--- config.mk ---
export PLATFORM = sky130hd
export DESIGN_NAME = tick_pwm
export DESIGN_NICKNAME = d
export VERILOG_FILES = /design/src/rtl/tick_pwm.sv
export SDC_FILE = /design/constraint.sdc
export NUM_CORES = 1
export LEC_CHECK = 0
export CORE_UTILIZATION = 56
export DETAILED_ROUTE_END_ITERATION = 12
export PLACE_DENSITY = 0.79
export SYNTH_ARGS = -nofsm -noshare
export SYNTH_HDL_FRONTEND = slang
export SYNTH_SLANG_ARGS = --single-unit
export TNS_END_PERCENT = 100
--- constraint.sdc ---
create_clock -name clk -period 3.62 [get_ports clk]
set_input_delay 0.543 -clock clk [delete_from_list [all_inputs] [get_ports clk]]
set_output_delay 0.543 -clock clk [all_outputs]
set_load 0.03 [all_outputs]
--- src/rtl/tick_pwm.sv ---
// Tick-driven PWM generator with glitch-free period/duty reload at wrap.
// Optional macro TICK_PWM_PERIOD_CNT_EN adds a 16-bit period_start counter.
module tick_pwm #(
    parameter int WIDTH = 8
) (
    input  logic             clk,
    input  logic             rst,
    input  logic             tick,
    input  logic             cfg_valid,
    output logic             cfg_ready,
    input  logic [WIDTH-1:0] cfg_period,
    input  logic [WIDTH-1:0] cfg_duty,
    output logic             pwm_out,
    output logic             period_start
`ifdef TICK_PWM_PERIOD_CNT_EN
    ,
    output logic [15:0]      period_cnt
`endif
);

    typedef enum logic {
        S_IDLE,
        S_RUN
    } state_t;

    localparam logic [WIDTH-1:0] ONE = WIDTH'(1);

    state_t           r_state;
    state_t           w_state_nxt;
    logic [WIDTH-1:0] r_phase;
    logic [WIDTH-1:0] w_phase_nxt;
    logic [WIDTH-1:0] r_period;
    logic [WIDTH-1:0] w_period_nxt;
    logic [WIDTH-1:0] r_duty;
    logic [WIDTH-1:0] w_duty_nxt;
    logic             r_pend;
    logic             w_pend_nxt;
    logic [WIDTH-1:0] r_pend_period;
    logic [WIDTH-1:0] r_pend_duty;
    logic             r_pwm;
    logic             r_start;
    logic             w_start;
    logic             w_apply;
    logic             w_accept;

    // Only one config can wait; ready is simply "nothing pending".
    assign w_accept  = cfg_valid & ~r_pend;
    assign cfg_ready = ~r_pend;
    assign pwm_out      = r_pwm;
    assign period_start = r_start;

    // Next-state: phase advances only on tick, config loads only at a wrap.
    always_comb begin
        w_state_nxt  = r_state;
        w_phase_nxt  = r_phase;
        w_period_nxt = r_period;
        w_duty_nxt   = r_duty;
        w_start      = 1'b0;
        w_apply      = 1'b0;
        unique case (r_state)
            S_IDLE: begin
                if (tick && r_pend) begin
                    w_apply     = 1'b1;
                    w_state_nxt = S_RUN;
                    w_phase_nxt = '0;
                    w_start     = 1'b1;
                end
            end
            S_RUN: begin
                if (tick) begin
                    if (r_phase == r_period) begin
                        w_phase_nxt = '0;
                        w_start     = 1'b1;
                        w_apply     = r_pend;
                    end else begin
                        w_phase_nxt = r_phase + ONE;
                    end
                end
            end
        endcase
        if (w_apply) begin
            w_period_nxt = r_pend_period;
            w_duty_nxt   = r_pend_duty;
        end
        // Apply needs pending=1, accept needs pending=0: never both.
        if (w_apply) begin
            w_pend_nxt = 1'b0;
        end else if (w_accept) begin
            w_pend_nxt = 1'b1;
        end else begin
            w_pend_nxt = r_pend;
        end
    end

    // FSM state, counters and registered outputs.
    always_ff @(posedge clk or posedge rst) begin
        if (rst) begin
            r_state  <= S_IDLE;
            r_phase  <= '0;
            r_period <= '0;
            r_duty   <= '0;
            r_pend   <= 1'b0;
            r_pwm    <= 1'b0;
            r_start  <= 1'b0;
        end else begin
            r_state  <= w_state_nxt;
            r_phase  <= w_phase_nxt;
            r_period <= w_period_nxt;
            r_duty   <= w_duty_nxt;
            r_pend   <= w_pend_nxt;
            r_pwm    <= (w_state_nxt == S_RUN) &&
                        (w_phase_nxt < w_duty_nxt);
            r_start  <= w_start;
        end
    end

    // Capture the offered config on handshake.
    always_ff @(posedge clk or posedge rst) begin
        if (rst) begin
            r_pend_period <= '0;
            r_pend_duty   <= '0;
        end else if (w_accept) begin
            r_pend_period <= cfg_period;
            r_pend_duty   <= cfg_duty;
        end
    end

`ifdef TICK_PWM_PERIOD_CNT_EN
    logic [15:0] r_period_cnt;

    assign period_cnt = r_period_cnt;

    // Count period starts, wrapping naturally at 16 bits.
    always_ff @(posedge clk or posedge rst) begin
        if (rst) begin
            r_period_cnt <= '0;
        end else if (w_start) begin
            r_period_cnt <= r_period_cnt + 16'd1;
        end
    end
`endif

endmodule

==> impl_metrics.ini <==
[finish]
utilization_pct = 67.8
fin_nets = 223
antenna_cells = 0
area_growth_pct = 15.8
final_cells = 243
drive_above_1_share_pct = 23.1
fillCellCount = 275

[routing]
ant_nets = 0
dr.pass1.iters = 4
wl_per_cell_um = 16.1
wl_um = 3910
avgViaCountPerCell = 5.71
drt-initial-drc-count = 121
drc = 0
vias = 1387

[power]
leakagePower_nw = 1.22
switchingPower_w = 0.000579
p_clk_share_pct = 16.0
pwr-share-comb_pct = 35.6
internal_power_w = 0.00118
power_frac_seq_pct = 48.4
total_power_w = 0.00176
power.density_mw_per_mm2 = 704
swShare_pct = 32.8
ir_worst_vdd_v = 0.000457

[clock_network]
clk_latency_ns = 0.29
cts_buffer_depth = 2
hold_buffers = 0
path_clk_slew_ns = 0.07
clkSinkCount = 44
h-tree-depth = 2
cts_tree = done
numCtsBuffers = 5
cts_setup_buffers = 0
cts-root-buf = clkbuf_8
cts_resized = 0

[floorplanning]
io_pins = 23
dieArea_mm2 = 0.00411
start_util_pct = 58.6
fp.dieH_um = 64.1
die_x_um = 64.1
core_mm2 = 0.00369
placementRows = 22

[synth]
synthArstFlopShare_pct = 100
syn_nets = 197
synth_area_leaders = dfrtp_1, mux2_2, mux2_4
synth-seq-cells = 44
netlist_area_mm2 = 0.00216
syn_inst = 169
ys_warn_count = 0
synth.most_common_cell = dfrtp_1
ys_seq_area_share_pct = 51.0
synth_edf_count = 0
synth_area_per_cell_um2 = 12.8
yosysTopAreaCell = dfrtp_1
ys.flop_type = dfrtp_1
synth_top_area_share_pct = 51.0
netlist_top_cells_count = dfrtp_1, mux2_2, mux2_4
yosysUniqueCellTypes = 33

[status]
status = complete, no violations

[setup_path]
path_common_cell = a31oi_1
worst-endpoint-required_ns = 3.81
worstSetupPathType = input pin to flip-flop
crit_path_cell_trace = clkdlybuf4s50_1 -> a31oi_1 -> a41oi_1 -> a31oi_1 -> ha_1 -> a21oi_1 -> o221ai_1 -> or3_1 -> o32ai_1
crit_slowest_cell = a31oi_1
crit_path_max_incr_delay_ns = 0.60
crit_arrival_ns = 3.39
crit_path_max_fanout = 10
critPathLaunchType = input pin
end_kind = flip-flop

[sta]
setup_violations = 0
worstMarginPinSlew_ns = 0.695
slew_headroom_pct = 53.5
finalHoldViolations = 0
period_share_pct = 88.4
fin_crit_ns = 3.20
drv_slew = 0
grt_setup_unrepaired = no
finClkSkew_ns = 0.00347
setup-tns-final_ns = 0
clock.fmax_ghz = 0.312

[min_path]
hp-class = flip-flop to flip-flop

[flow_run]
max_cap_viol_count = 0

[placement]
dp.cells = 236
portBuffers = 22
gp_congestion = 0.944
hpwlAfterDp_um = 2860

[global_routing]
grt_remaining_overflow = 0
antenna_found_initial = 0
grt_pass1_vias = 1322
gr-usage-all-layers_pct = 21.1
grt_pass1_wl_um = 6390
grt_max_degree = 45
[registers in the layout, indices dropped and copies added, names as in the netlist, 8 cells and up]
register and count:
r_duty 8, r_pend_duty 8, r_period 8, r_pend_period 8, r_phase 8
[critical path: cells and delay by family]
family | cells | cell delay (ns)
buffers and inverters | 1 | 0.59
and+or+nand+nor | 1 | 0.32
adders and majority gates | 1 | 0.30
AOI/OAI and AO/OA | 6 | 1.62
[power groups by stage]
| stage | clock network, W | registers [W] | logic, W |
|---|---|---|---|
| after floorplan | 0 | 0.000818 | 0.000500 |
| after global placement | 0 | 0.000849 | 0.000594 |
| after detailed placement | 0 | 0.000862 | 0.000628 |
| after CTS | 0.000293 | 0.000851 | 0.000637 |
| after global routing | 0.000314 | 0.000875 | 0.000690 |
| final | 0.000283 | 0.000852 | 0.000628 |
[path summary, 6_finish.rpt]
| kind | startpoint | end | slack, ns | cells past startpoint |
|---|---|---|---|---|
| worst max register to register | r_phase[3]$_DFF_PP0_ | pwm_out$_DFF_PP0_ | 0.45 | 11 |
| worst min-delay path | r_pend_period[0]$_DFFE_PP0P_ | r_period[0]$_DFFE_PP0N_ | 0.51 | 1 |
| min in group asynchronous | rst | r_period[5]$_DFFE_PP0N_ | 0.69 | 3 |
| worst max-delay path | tick | pwm_out$_DFF_PP0_ | 0.42 | 9 |
| max in group asynchronous | rst | r_duty[7]$_DFF_PP0_ | 2.57 | 3 |
| worst min register to register | r_pend_period[0]$_DFFE_PP0P_ | r_period[0]$_DFFE_PP0N_ | 0.51 | 1 |
[stage by stage]
step / setup WS (ns) / hold WS (ns) / instance area, um^2
4_1_cts: 0.437 / 0.512 / 2500
3_5_place_dp: 0.176 / 0.495 / 2420
5_1_grt: 0.248 / 0.526 / 2500
6_report: 0.418 / 0.509 / 2500
3_3_place_gp: 0.324 / 0.488 / 2420
2_1_floorplan: 0.885 / 0.473 / 2160
[logic make-up after synthesis]
kind of cell             count (synthesis)  share of synthesized area (%)
AND/OR/NAND/NOR                         29                           7.70
multiplexers                            38                           21.5
AO/OA/AOI/OAI                           28                           8.63
buffers and inverters                   14                           3.36
adder cells (fa/ha/maj)                  8                           4.63
XOR/XNOR                                 8                           3.24
flip-flops                              44                           51.0
[routing by layer]
metal	up-vias	track usage, %	share of wire [%]
met3	9	5.36	4.8
li1	657	-	-
met2	39	34.0	50
met5	-	0	0
met4	0	8.89	2.3
met1	682	27.0	43
[placed cells by master, fill, tap and decap left out]
master            n
dfrtp_1          44
clkdlybuf4s50_1  22
mux2_2           19
mux2_4           12
nand2_1           9
xor2_1            8
ha_1              8
inv_1             7
mux2i_1           7
a21oi_1           7
nor2_1            6
a31oi_1           5
clkbuf_8          5
o21ai_0           4
buf_4             4
nand3_1           3
nor4_2            2
a21o_1            2
a22o_1            2
nand2b_1          2
and3_1            2
a211oi_1          2
a21o_2            1
nand3_4           1
o21a_1            1
nor2b_1           1
and4_1            1
a32o_1            1
and2_1            1
a41oi_1           1
o221ai_1          1
or3_1             1
o32ai_1           1
clkbuf_1          1
clkinv_2          1
[cell type report]
type | count | area, um^2 | share of cell area (%)
sequential | 44 | 1100 | 44.0
multi-input combinational | 111 | 987 | 39.5
timing repair buffer | 26 | 250 | 10.0
clock buffer | 6 | 72.6 | 2.90
tap | 48 | 60.1 | 2.40
inverter | 7 | 26.3 | 1.05
clock inverter | 1 | 5.00 | 0.200
No activity file was read; power rests on OpenSTA's default activity.
